===== src/rtl/fifo_burst_scheduler.sv =====
// fifo_burst_scheduler
// Grants one of NUM_CH sync FIFOs at a time and drains up to BURST_LEN
// entries from it. Urgent channels (non-empty with high threshold set) win
// over merely non-empty ones. Within the chosen class, arbitration is
// round-robin starting after the last completed grant.
//
// Ports
//   clk, rst_n     clock, async active-low reset
//   i_clr          synchronous clear; overrides every transition
//   i_en           allows new grants (a running burst is not aborted)
//   i_empty        per-channel FIFO empty flags
//   i_high         per-channel FIFO high-threshold flags
//   i_ready        downstream accepts one read this cycle
//   o_rd_en        per-channel read enable, one-hot or zero
//   o_sel          index of the granted channel
//   o_busy         state is not IDLE
//   o_burst_done   one-cycle pulse in GAP at the end of each grant
//
// state | meaning
// ------+-----------------------------------------------------------
// IDLE  | waiting for i_en and an eligible channel
// BURST | reading from channel o_sel while i_ready and not empty
// GAP   | one-cycle end of grant; o_burst_done, last_grant <= o_sel
module fifo_burst_scheduler #(
   parameter  int NUM_CH    = 4,
   parameter  int BURST_LEN = 4,
   localparam int SEL_W     = $clog2(NUM_CH),
   localparam int CNT_W     = $clog2(BURST_LEN + 1)
) (
   input  logic              clk,
   input  logic              rst_n,
   input  logic              i_clr,
   input  logic              i_en,
   input  logic [NUM_CH-1:0] i_empty,
   input  logic [NUM_CH-1:0] i_high,
   input  logic              i_ready,
   output logic [NUM_CH-1:0] o_rd_en,
   output logic [SEL_W-1:0]  o_sel,
   output logic              o_busy,
   output logic              o_burst_done
);

   typedef enum logic [1:0] {IDLE, BURST, GAP} state_t;

   state_t            state, state_nx;
   logic [SEL_W-1:0]  sel_nx;
   logic [SEL_W-1:0]  last_grant, last_nx;
   logic [CNT_W-1:0]  cnt, cnt_nx;
   logic [NUM_CH-1:0] eligible, urgent, mask;
   logic [SEL_W-1:0]  pick, idx_s;
   logic              found;
   logic              rd;
   logic              sel_empty;
   int                idx;

   assign eligible = ~i_empty;
   assign urgent   = eligible & i_high;
   // Urgent channels, when present, hide the non-urgent ones from arbitration.
   assign mask     = (|urgent) ? urgent : eligible;
   assign o_busy   = (state != IDLE);

   // Round-robin search: offsets 1..NUM_CH after last_grant, so the last
   // granted channel is considered last.
   always_comb begin
      found = 1'b0;
      pick  = '0;
      idx   = 0;
      idx_s = '0;
      for (int off = 1; off <= NUM_CH; off++) begin
         idx   = (int'(last_grant) + off) % NUM_CH;
         idx_s = SEL_W'(idx);
         if (!found && mask[idx_s]) begin
            found = 1'b1;
            pick  = idx_s;
         end
      end
   end

   always_comb begin
      state_nx     = state;
      sel_nx       = o_sel;
      cnt_nx       = cnt;
      last_nx      = last_grant;
      o_rd_en      = '0;
      o_burst_done = 1'b0;
      rd           = 1'b0;
      sel_empty    = i_empty[o_sel];
      if (i_clr) begin
         state_nx = IDLE;
         cnt_nx   = '0;
         last_nx  = SEL_W'(NUM_CH - 1);
      end else begin
         case (state)
            IDLE: begin
               if (i_en && found) begin
                  sel_nx   = pick;
                  cnt_nx   = '0;
                  state_nx = BURST;
               end
            end
            BURST: begin
               rd             = i_ready & ~sel_empty;
               o_rd_en[o_sel] = rd;
               if (rd)
                  cnt_nx = cnt + CNT_W'(1);
               // Counter reaches BURST_LEN at most, then the grant ends.
               if (sel_empty || (rd && (cnt == CNT_W'(BURST_LEN - 1))))
                  state_nx = GAP;
            end
            GAP: begin
               o_burst_done = 1'b1;
               last_nx      = o_sel;
               state_nx     = IDLE;
            end
            default: state_nx = IDLE;
         endcase
      end
   end

   always_ff @(posedge clk or negedge rst_n) begin
      if (!rst_n) begin
         state      <= IDLE;
         o_sel      <= '0;
         cnt        <= '0;
         last_grant <= SEL_W'(NUM_CH - 1);
      end else begin
         state      <= state_nx;
         o_sel      <= sel_nx;
         cnt        <= cnt_nx;
         last_grant <= last_nx;
      end
   end

endmodule


===== config.mk =====
export PLATFORM = sky130hd
export DESIGN_NAME = fifo_burst_scheduler
export DESIGN_NICKNAME = d
export VERILOG_FILES = /design/src/rtl/fifo_burst_scheduler.sv
export SDC_FILE = /design/constraint.sdc
export NUM_CORES = 1
export LEC_CHECK = 0
export ABC_AREA = 1
export CAP_MARGIN = 10
export CORE_ASPECT_RATIO = 1.1
export CORE_MARGIN = 2
export CORE_UTILIZATION = 30
export CTS_CLUSTER_SIZE = 16
export DETAILED_ROUTE_END_ITERATION = 6
export PLACE_DENSITY = 0.56
export SYNTH_ARGS = -nofsm -noshare
export SYNTH_HDL_FRONTEND = slang
export SYNTH_SLANG_ARGS = --single-unit

===== constraint.sdc =====
create_clock -name clk -period 1.65 [get_ports clk]
set_input_delay 0.33 -clock clk [delete_from_list [all_inputs] [get_ports clk]]
set_output_delay 0.33 -clock clk [all_outputs]
set_load 0.03 [all_outputs]

Word-level counts from Yosys, hierarchy flattened:

Cells that the tools add are included.

* register bits: 9
* input port bits: 13
* output and inout bits: 8

* $add $sub $neg: 5
* order comparisons: 6
* equal/unequal tests: 6
* mux-type cells: 35
* bitwise gates (word level): 6
* reduce and logical (&&, ||, !) cells: 18

Operator list (number)
* $mux 2: 9
* $lt 2x3->1 const B: 5
* $mux 1: 12
* $mux 4: 3
* $bmux 1 s2: 5
* $mux 3: 3
* $ne 3x3->1 const B: 3
* $and 4x4->4: 2
* $logic_and 1x1->1: 6
* $pmux 3 s2: 1
* $reduce_and 3->1: 2
* $add 2x1->2 const B: 2
* $add 2x2->2 const B: 2
* $not 4->4: 1
* $pmux 2 s2: 1
* $reduce_bool 2->1: 2
* $reduce_or 4->1: 1
* $add 3x1->3 const B: 1
* $eq 3x2->1 const B: 1
* $logic_not 1->1: 3
* $reduce_bool 3->1: 1
* $demux 1 s2: 1
* $eq 2x1->1 const B: 1
* $eq 2x2->1 const B: 1
* 6 further kinds: 7

Longest topological paths before layout:

Gate-level depths: netlist of run 1.

* depth in word-level cells: 20
* mapped depth: 17

Worst setup path before layout of run 1:

No wires, ideal clock.

* path kind: register -> output
* start point: register o_sel[0]
* end point: output o_rd_en[1]
* arrival: 2.127 ns
* data required time: 1.320 ns
* setup slack: -0.807 ns
* cell stages (with the launch flop): 7
* buffers on the path: 0
* cells stage by stage: dfrtp_1 -> inv_1 -> nand2_1 -> o22ai_1 -> a211oi_1 -> nand2_1 -> nor4_1

* longest elaborated chain between the ends: 7

Ends and longest elaborated chain
* start, declared: line 38 `output logic [SEL_W-1:0] o_sel,`
* start signal, assigned: line 128 `o_sel <= sel_nx;`
* $lt 2x3->1 (implied by the code), or another cell as far along: line 103 `o_rd_en[o_sel] = rd;`
* $logic_and 1x1->1 (implied by the code) or $mux 1 (tied branches): line 103, 87
* $mux 1 (implied by the code) or $not 1->1 (tied branches): line 103, 102
* $demux 1 s2 or $and 1x1->1 (tied branches): line 103, 102
* $and 4x4->4 (no source line) (*)
* $mux 4 (*): line 93 `case (state)`
* $mux 4 (*): line 88 `if (i_clr) begin`
* end, declared: line 37 `output logic [NUM_CH-1:0] o_rd_en,`

Every way passes the cells marked *; elsewhere a longest branch is shown, timed or not. The select of a mux whose other input is x is not followed.

Worst setup path in the final report of run 1:

* start point: register o_sel[1]
* end point: output o_rd_en[2]

The elaborated chain is that of the path after synthesis.

==> results of run 1 <==
metal layers:
layer  part of all wire [%]  wire length (microns)  track usage [%]  vias up
met1                     35                   1230             20.8      547
met3                    3.5                    120             2.28       13
met4                    4.4                    153             8.43        0
met2                     57                   1960             39.1       34
met5                      0                      0                0        -
li1                       -                      -                -      604
cells by family after synthesis:
kind of cell | count (synthesis) | share of synthesized area [%]
AND/OR/NAND/NOR | 94 | 51.1
buffers and inverters | 22 | 9.24
AO/OA/AOI/OAI | 16 | 12.6
flip-flops | 9 | 24.4
adder cells (fa/ha/maj) | 2 | 2.68
cell usage after synthesis, types with 2 or more instances:
library cell  instances
o21ai_1               2
a22oi_1               2
dfrtp_1               7
nand2_4               5
nor3_1                4
inv_1                17
nand2_1              38
nor2_1               12
nand3_1              18
a21oi_1               3
dfstp_2               2
nor4_1                2
inv_2                 3
nand4_1               2
nor2_2                2
o21ai_0               3
nand2_2               9
ha_1                  2
per-stage QoR:
step | cell area, sq um | setup slack, ns | power, W
2_1_floorplan | 1020 | -0.346 | 0.000895
3_3_place_gp | 1460 | -0.496 | 0.00131
3_5_place_dp | 1460 | -0.528 | 0.00131
4_1_cts | 1770 | -0.375 | 0.00185
5_1_grt | 1890 | -0.460 | 0.00209
6_report | 1890 | -0.371 | 0.00196
worst max-delay path by stage:
| stage | to | slack, ns | cells after the start |
|---|---|---|---|
| 3_3_place_gp | cnt[2] | -0.50 | 14 |
| 4_1_cts | o_rd_en[1] | -0.38 | 7 |
| 6_report | o_rd_en[2] | -0.37 | 7 |
| 5_1_grt | o_rd_en[2] | -0.46 | 7 |
| 3_5_place_dp | cnt[0] | -0.53 | 16 |
| 2_1_floorplan | o_rd_en[1] | -0.35 | 6 |
layout make-up:
type                            instances  share of cell area, %
Multi-Input combinational cell        112                   50.1
Timing Repair Buffer                   65                   29.7
Sequential cell                         9                   12.2
Inverter                               21                   4.43
Tap cell                               34                   2.25
Clock buffer                            4                   1.39
registers in the layout (all words and copies together) (netlist names):
register,cells
cnt,3
last_grant,2
o_sel,2
state,2
power by group:
part           leakage (nW)  total, W  internal, W  switching, W
clock                0.0150  0.000172    0.0000933     0.0000788
combinational         0.826   0.00143     0.000675      0.000760
sequential            0.113  0.000352     0.000273     0.0000788
timing repair:
item / in CTS / in global routing
buffers inserted: 15 / 3
hold buffers: 0 / 0
resized for setup: 55 / 41
pin swaps: 21 / 21
setup endpoints to repair: 15 / 13
worst reg2reg max path: stages, from the launching register on:
cell,delay [ns]
dfrtp_2,0.45
inv_4,0.10
nor2_4,0.04
a211oi_4,0.27
nand2_2,0.12
buf_6,0.15
buf_6,0.12
a31oi_4,0.22
nand2_4,0.09
nand2_2,0.07
nand2_1,0.05
==> summary.md, run 1 <==
| Metric | Value |
|---|---|
| Final Util | 62.7% |
| Violated checks | setup timing |
| Max stage delay cell, worst path | dfrtp_2 |
| Post-Syn Area per Cell | 6.54 sq um |
| DR DRC count | 0 |
| TNS Setup | -1.95 ns |
| Reg2Reg Setup Slack | -0.14 ns |
| Gr ovfl total | 0 |
| CTS tree | built |
| Post-synthesis cell area | roughly 930 sq um |
| Via count | 1,198 |
| Worst-case clock buffer depth | 2 |
| H-tree lvl count | 1 |
| Ant diodes | 0 |
| Clock tree sinks | 9 |
| Crit path capture type | output port |
| FF-to-FF End | cnt[1] |
| Initial Util | a little under a third |
| Count of cell types in the netlist | 28 |
| Gr usage total | 20.1% |
| Synth top area cells | dfrtp_1 19%, nand2_1 15%, nand3_1 9.6% |
| Run status | finished, violations left |
| Ratio of cells with drive above 1 in the final layout | 64.0% |
| Clock Skew | 0.00277 ns |
| Setup crit start | o_sel[1] |
| Final setup violation count | 9 |
| Root Buffer | clkbuf_4 |
| Post-placement cell count | approximately 220 |
| Multi-input logic area | 948 sq um |
| Die height | roughly 63 microns |
| TritonCTS buffer count | 3 |
| Clock-pin slew on the worst setup and hold paths | 0.06 ns |
| CP Max Fanout | 4 |
| Classification of the worst setup path | reg -> out |
| Req. time, crit path | 1.32 ns |
| Fin crit share | 122% |
| Layout area overhead | 103% |
| Ys async rst share | 100% |
| RSZ-0062 raised after global routing | yes |
| Sequential Area | 230 sq um |
| Sequential area share after synthesis | about a quarter |
| CP bufs+invs | 3 |
| Max_cap viols | 0 |
| EDFF count, synth | 0 |
| Row Count | 21 |
| Initial antenna violation count | 0 |
| Port buffer count | 20 |
| Critical Path AT | 1.69 ns |
| Leakage | between 0.9 and 1 nW |
| Most frequent cells in the layout | 36 x buf_4, 21 x nand2_1, 17 x nand2_2, 13 x buf_6, 12 x nand2_4 |
| Crit-path most repeated cell | buf_6 |
| Worst reg2reg path startpoint | o_sel[1] |
| Cell Pwr Density | slightly above 1000 nW/um^2 |
| Final min period | 2.02 ns |
| # IOs | 21 |
| Worst-path cell chain | inv_4 > nor2_4 > a211oi_4 > nand2_2 > buf_6 > nor4_4 > buf_6 |
| CP top delay family | flip-flops |
| Hold Crit Class | in -> async |
| Vias per cell | roughly 5 |
| Net Count, Synth | 158 |
| Max Slew Vio Count | 0 |
| Ys Warns | 0 |
| Vias in the first global route | 1,288 |
| Clock latency on the worst-skew pair | 0.26 ns |
| Wirelength per Cell | approximately 14 microns |
| Synth top area share | 18.7% |
| Remaining antenna violation count after routing | 0 |
| DR pass1 iterations | 4 |
| Top FF cell, synth | dfrtp_1 |
| Slowest stage delay, CP | between 0.4 and 0.5 ns |
| Core Box Area | 3020 sq um |
| Total routed wirelength | 3460 microns |
| Final worst setup slack | -0.371 ns |
| Synthesized flop and latch total | 9 |
| Synth area leader | dfrtp_1 |
| GP Congestion | 0.833 |
| Achievable Freq | approximately 0.49 GHz |
| Die width | 57.2 microns |
| Largest net degree at the start of global routing | 10 |
| Non-Filler Instances | ~250 |
| Synthesized instance count | 143 |
| Die area | 3580 sq um |
| Final hold vios | 0 |
| Slew @ Worst Pin | roughly 0.42 ns |
| Crit path launch type | flop |
| R2r worst-path depth | 10 |
| Most common cell after layout, fill and taps aside | buf_4 |
| Rel. slew slack | between 70% and 80% |
| DP Wirelength | 2340 microns |
| First-pass GRT wire length | 5610 microns |
| Fillers | between 200 and 250 |
| Hold slack | 0.366 ns |
| Total Nets Final | 227 |
| VDD IR max | around 0.63 mV |
| Detailed router's first-iteration violation count | 39 |
Power figures use the tool's default switching activity.
==> inputs of run 2 (changes only) <==
PLACE_DENSITY = 0.55   (was 0.56)
==> run 2 against run 1 <==
  * First-iteration DRC count fell by 2.6%
  * Power fell by 3.2%
  * Largest cell class unchanged
  * Worst setup slack improved by 0.014 ns
  * Register-to-register slack improved by 0.03 ns
  * Clock-buffer cell count did not move
  * Flip-flop and latch count did not move
  * Sequential share of layout area rose by 0.13 points
  * The flow still finishes with violations (setup timing)
  * Combinational power fell by 3%
  * Core utilization fell by 0.66 points
==> summary.md, run 2 (synthesis results as in run 1) <==
| Metric | Value |
|---|---|
| Final Util | between 60% and 70% |
| Largest net degree at the start of global routing | 10 |
| Fin crit share | 122% |
| Final worst setup slack | -0.357 ns |
| Crit path launch type | flop |
| # IOs | 21 |
| Clock-pin slew on the worst setup and hold paths | 0.06 ns |
| Ratio of cells with drive above 1 in the final layout | ~67% |
| Final instance area | 1870 sq um |
| Max reg flops | 3 |
| Rel. slew slack | between 70% and 80% |
| Worst-case clock buffer depth | 2 |
| Total Nets Final | 224 |
| Core Box Area | 3020 sq um |
| H-tree lvl count | 1 |
| Switching share of total power | 47.4% |
| FF-to-FF End | cnt[1] |
| Int Pwr | 0.000999 W |
| Part of the power in combinational logic | just over 70% |
| Final min period | 2.01 ns |
| Row Count | 21 |
| TritonCTS buffer count | 3 |
| Critical Path AT | about 1.7 ns |
| Req. time, crit path | 1.32 ns |
| RSZ-0062 raised after global routing | yes |
| Max_cap viols | 0 |
| Seq pwr share | between 10% and 20% |
| Leakage | 0.930 nW |
| Tot Pwr | 0.00190 W |
| Total routed wirelength | around 3300 microns |
| Largest Register | cnt |
| Final hold vios | 0 |
| Detailed router's first-iteration violation count | 38 |
| Pre-CTS setup slack | -0.531 ns |
| Run status | finished, violations left |
| Wirelength per Cell | roughly 14 microns |
| Clock Skew | 0.00222 ns |
| Most common cell after layout, fill and taps aside | buf_4 |
| Gr usage total | 18.2% |
| First-pass GRT wire length | 5150 microns |
| Reg2Reg Setup Slack | -0.11 ns |
| Vias in the first global route | 1,214 |
| Post-CTS Hold Fix Bufs | 0 |
| VDD IR max | about 0.60 mV |
| Clock latency on the worst-skew pair | 0.26 ns |
| Layout area overhead | 101% |
| Final setup violation count | 8 |
| Initial Util | between 30 and 40% |
| Slew @ Worst Pin | 0.424 ns |
| GP Congestion | roughly 0.86 |
| Achievable Freq | 0.498 GHz |
| Classification of the worst setup path | reg -> out |
| CP Max Fanout | 3 |
| Violated checks | setup timing |
| Clock tree sinks | 9 |
| Remaining antenna violation count after routing | 0 |
| Gr ovfl total | 0 |
| Die height | around 63 microns |
| Via count | 1,186 |
| Most frequent cells in the layout | 34 x buf_4, 20 x nand2_1, 18 x nand2_2, 14 x buf_6 |
| Net Sw Power | approximately 0.0009 W |
| Clock power frac | 9.3% |
| DR pass1 iterations | 4 |
| Worst reg2reg path startpoint | o_sel[1] |
| Hold Crit Class | in -> async |
| Max Slew Vio Count | 0 |
| R2r worst-path depth | 10 |
| Port buffer count | 20 |
| Initial antenna violation count | 0 |
| Die area | 3580 sq um |
| Cell Pwr Density | 1010 nW/um^2 |
| Vias per cell | around 4.9 |
| CTS tree | built |
| Crit path capture type | output port |
| Die width | 57.2 microns |
| Root Buffer | clkbuf_4 |
| DP Wirelength | between 2000 and 2500 microns |
| Dpl cell area | 1460 sq um |
| Ant diodes | 0 |
| DR DRC count | 0 |
==> run 2: cell count changes in the layout (fill, tap and decap cells not counted), moves of 2 or more <==
cell,before,now
clkdlybuf4s15_1,1,3
buf_4,36,34
nor2_2,0,2
inv_2,10,12
dlygate4sd2_1,5,1
==> run 2: per-stage QoR <==
stage	setup TNS (ns)	std cells	hold WS, ns
global placement	-5.29	223	0.467
global route	-2.41	242	0.395
CTS	-2.00	235	0.384
floorplan	-1.02	143	0.0344
finish	-1.65	242	0.364
detailed placement	-5.51	223	0.478
==> run 2: worst max-delay path, cell delays in order (launching register included) <==
cell and delay (ns):
dfrtp_2 0.43, inv_2 0.09, nor2_2 0.05, a211oi_4 0.28, nand2_2 0.10, buf_6 0.13
nor4_4 0.12, buf_4 0.19
==> run 2: final cells by class <==
class,instances,area [sq um]
fill,270,1150
timing repair buffer,62,537
tap,34,42.5
sequential,9,230
clock buffer,4,26.3
inverter,21,81.3
multi-input combinational,112,957
==> run 2: how the worst max path moves through the flow <==
stage	from	endpoint	slack [ns]	cells after the start
6_report	o_sel[1]	o_rd_en[1]	-0.36	7
5_1_grt	o_sel[1]	o_rd_en[2]	-0.42	7
4_1_cts	o_sel[1]	o_rd_en[1]	-0.37	8
3_5_place_dp	i_empty[1]	cnt[2]	-0.53	13
3_3_place_gp	i_empty[1]	o_rd_en[0]	-0.50	8
2_1_floorplan	o_sel[1]	o_rd_en[1]	-0.35	6
==> run 2: metal layers <==
layer / wire length (microns) / GRT usage [%]
met1: 1250 / 20.3
met2: 1850 / 33.0
met3: 112 / 3.93
met4: 75 / 6.98
met5: 0 / 0
==> run 2: timing repair <==
action | in CTS | in global routing
setup endpoints to repair | 15 | 14
endpoints found under the hold margin | 0 | 0
gates resized for setup | 49 | 62
setup buffers | 8 | 7
pin swaps | 21 | 31
==> run 2: power by group through the flow <==
stage	Clock, W	Combinational (W)	Sequential, W
6_report	0.000177	0.00138	0.000339
5_1_grt	0.000195	0.00148	0.000346
4_1_cts	0.000181	0.00117	0.000330
3_5_place_dp	0	0.000985	0.000328
3_3_place_gp	0	0.000981	0.000330
2_1_floorplan	0	0.000517	0.000378
==> inputs of run 3 (changes only) <==
SETUP_SLACK_MARGIN = 0.2   (was unset)
SLEW_MARGIN = 20   (was unset)
==> run 3 against run 2 <==
  * The run still ends with setup timing left
  * Cell area rose by 4.2%
  * Flip-flop and latch count did not move
  * Cell count is 4.5% higher
  * Clock skew up 0.0078 ns
  * Sequential share of layout area decreased by 0.43 points
  * Combinational power up 9%
  * Critical path depth is the same
  * First-iteration DRC count fell by 16%
  * Largest cell class unchanged
==> summary.md, run 3 (synthesis results as in run 1) <==
| Metric | Value |
|---|---|
| Run status | finished, violations left |
| Violated checks | setup timing |
| Root Buffer | clkbuf_4 |
| Via count | approximately 1,300 |
| Initial Util | 30.9% |
| CP bufs+invs | 3 |
| Ant diodes | 0 |
| Final instance area | 1950 sq um |
| Clock Skew | between 0.009 and 0.01 ns |
| Post-placement cell count | 231 |
| TNS Setup | -2.60 ns |
| Vias per cell | 4.94 |
| Setup crit start | o_sel[1] |
| Initial antenna violation count | 0 |
| Worst-path cell chain | inv_2 > nor2_1 > a211oi_4 > nand2_2 > buf_12 > nor4_4 > buf_6 |
| Cell Pwr Density | 1030 nW/um^2 |
| Gr ovfl total | 0 |
| GP Congestion | about 0.95 |
| Wirelength per Cell | 13.1 microns |
| CP top delay family | flip-flops |
| CTS tree | built |
| DR pass1 iterations | 4 |
| Worst reg2reg path startpoint | o_sel[1] |
| Die width | ~57 microns |
| Classification of the worst setup path | reg -> out |
| Row Count | 21 |
| Fin crit share | 125% |
| Rel. slew slack | 72.1% |
| Fillers | about 240 |
| H-tree lvl count | 1 |
| Max Slew Vio Count | 0 |
| Max reg flops | 3 |
| R2r worst-path depth | 11 |
| Die area | around 3600 sq um |
| Most frequent cells in the layout | 46 x buf_4, 19 x nand2_1, 17 x nand2_2, 15 x nand2_4 |
| Slew @ Worst Pin | around 0.42 ns |
| Clock latency on the worst-skew pair | between 0.2 and 0.3 ns |
| Largest Register | cnt |
| Non-Filler Instances | 253 |
| Port buffer count | 20 |
| DR DRC count | 0 |
| Crit path capture type | output port |
| First-pass GRT wire length | 5400 microns |
| DP Wirelength | between 2000 and 2500 microns |
| Final Util | about 65% |
| TritonCTS buffer count | 3 |
| Final hold vios | 0 |
| Gr usage total | 18.6% |
| Remaining antenna violation count after routing | 0 |
| Ratio of cells with drive above 1 in the final layout | approximately 69% |
| Dpl cell area | 1520 sq um |
| Max_cap viols | 0 |
| Most common cell after layout, fill and taps aside | buf_4 |
| Detailed router's first-iteration violation count | 32 |
| Clock-pin slew on the worst setup and hold paths | 0.07 ns |
| VDD IR max | 0.773 mV |
| Clock tree sinks | 9 |
| Reg2Reg Setup Slack | -0.29 ns |
| Vias in the first global route | 1,266 |
| Critical Path AT | roughly 1.7 ns |
| Final worst setup slack | -0.412 ns |
| Crit path launch type | flop |
| Largest net degree at the start of global routing | 10 |
| Worst-case clock buffer depth | 2 |
| Achievable Freq | 0.485 GHz |
| Final min period | 2.06 ns |
| # IOs | 21 |
| Hold Crit Class | in -> async |
| Max stage delay cell, worst path | dfrtp_2 |
| Tot Pwr | 0.00202 W |
| RSZ-0062 raised after global routing | yes |
| CP Max Fanout | 4 |
| Total Nets Final | 235 |
| Final setup violation count | 10 |
| Leakage | around 0.98 nW |
| Req. time, crit path | 1.32 ns |
| Total routed wirelength | 3300 microns |
| FF-to-FF End | cnt[1] |
| Die height | 62.5 microns |
| Core Box Area | 3020 sq um |
| Slowest stage delay, CP | 0.44 ns |
| Layout area overhead | 109% |
| Post-CTS Hold Fix Bufs | 0 |
==> run 3: per-layer routing <==
layer | global-route usage [%] | up-vias | routed length, microns
met2 | 33.5 | 25 | 1820
met1 | 21.8 | 594 | 1280
met5 | 0 | - | 0
met3 | 4.55 | 12 | 97
li1 | - | 619 | -
met4 | 4.65 | 0 | 106
==> run 3: metrics by stage <==
step / setup slack, ns / hold slack, ns
detailed placement: -0.577 / 0.471
CTS: -0.439 / 0.369
floorplan: -0.346 / 0.0344
global route: -0.499 / 0.407
finish: -0.412 / 0.361
global placement: -0.518 / 0.461
==> run 3: worst max-delay path by stage <==
stage,depth (start not counted),to,slack (ns)
final,7,o_rd_en[2],-0.41
after global routing,7,o_rd_en[2],-0.50
after CTS,8,o_rd_en[2],-0.44
after detailed placement,16,cnt[2],-0.58
after global placement,13,cnt[2],-0.52
after floorplan,6,o_rd_en[1],-0.35
==> run 3: area by class of cell <==
cell class | instances | area, sq um | area share (%)
Inverter | 21 | 88.8 | 4.55
Timing Repair Buffer | 73 | 603 | 30.9
Clock buffer | 4 | 26.3 | 1.35
Tap cell | 34 | 42.5 | 2.18
Multi-Input combinational cell | 112 | 961 | 49.2
Sequential cell | 9 | 231 | 11.9
==> run 3: timing repair <==
item                                    CTS  global route
pin swaps                                32            31
endpoints found under the setup margin   15            12
gates resized for setup                  65            41
setup buffers                            14             4
==> run 3: report_power, final <==
part,internal [W],total (W),leakage [nW],switching [W]
Combinational,0.000733,0.00150,0.854,0.000763
Sequential,0.000275,0.000345,0.111,0.0000705
Clock,0.0000933,0.000174,0.0150,0.0000805
Total,0.00110,0.00202,0.981,0.000914
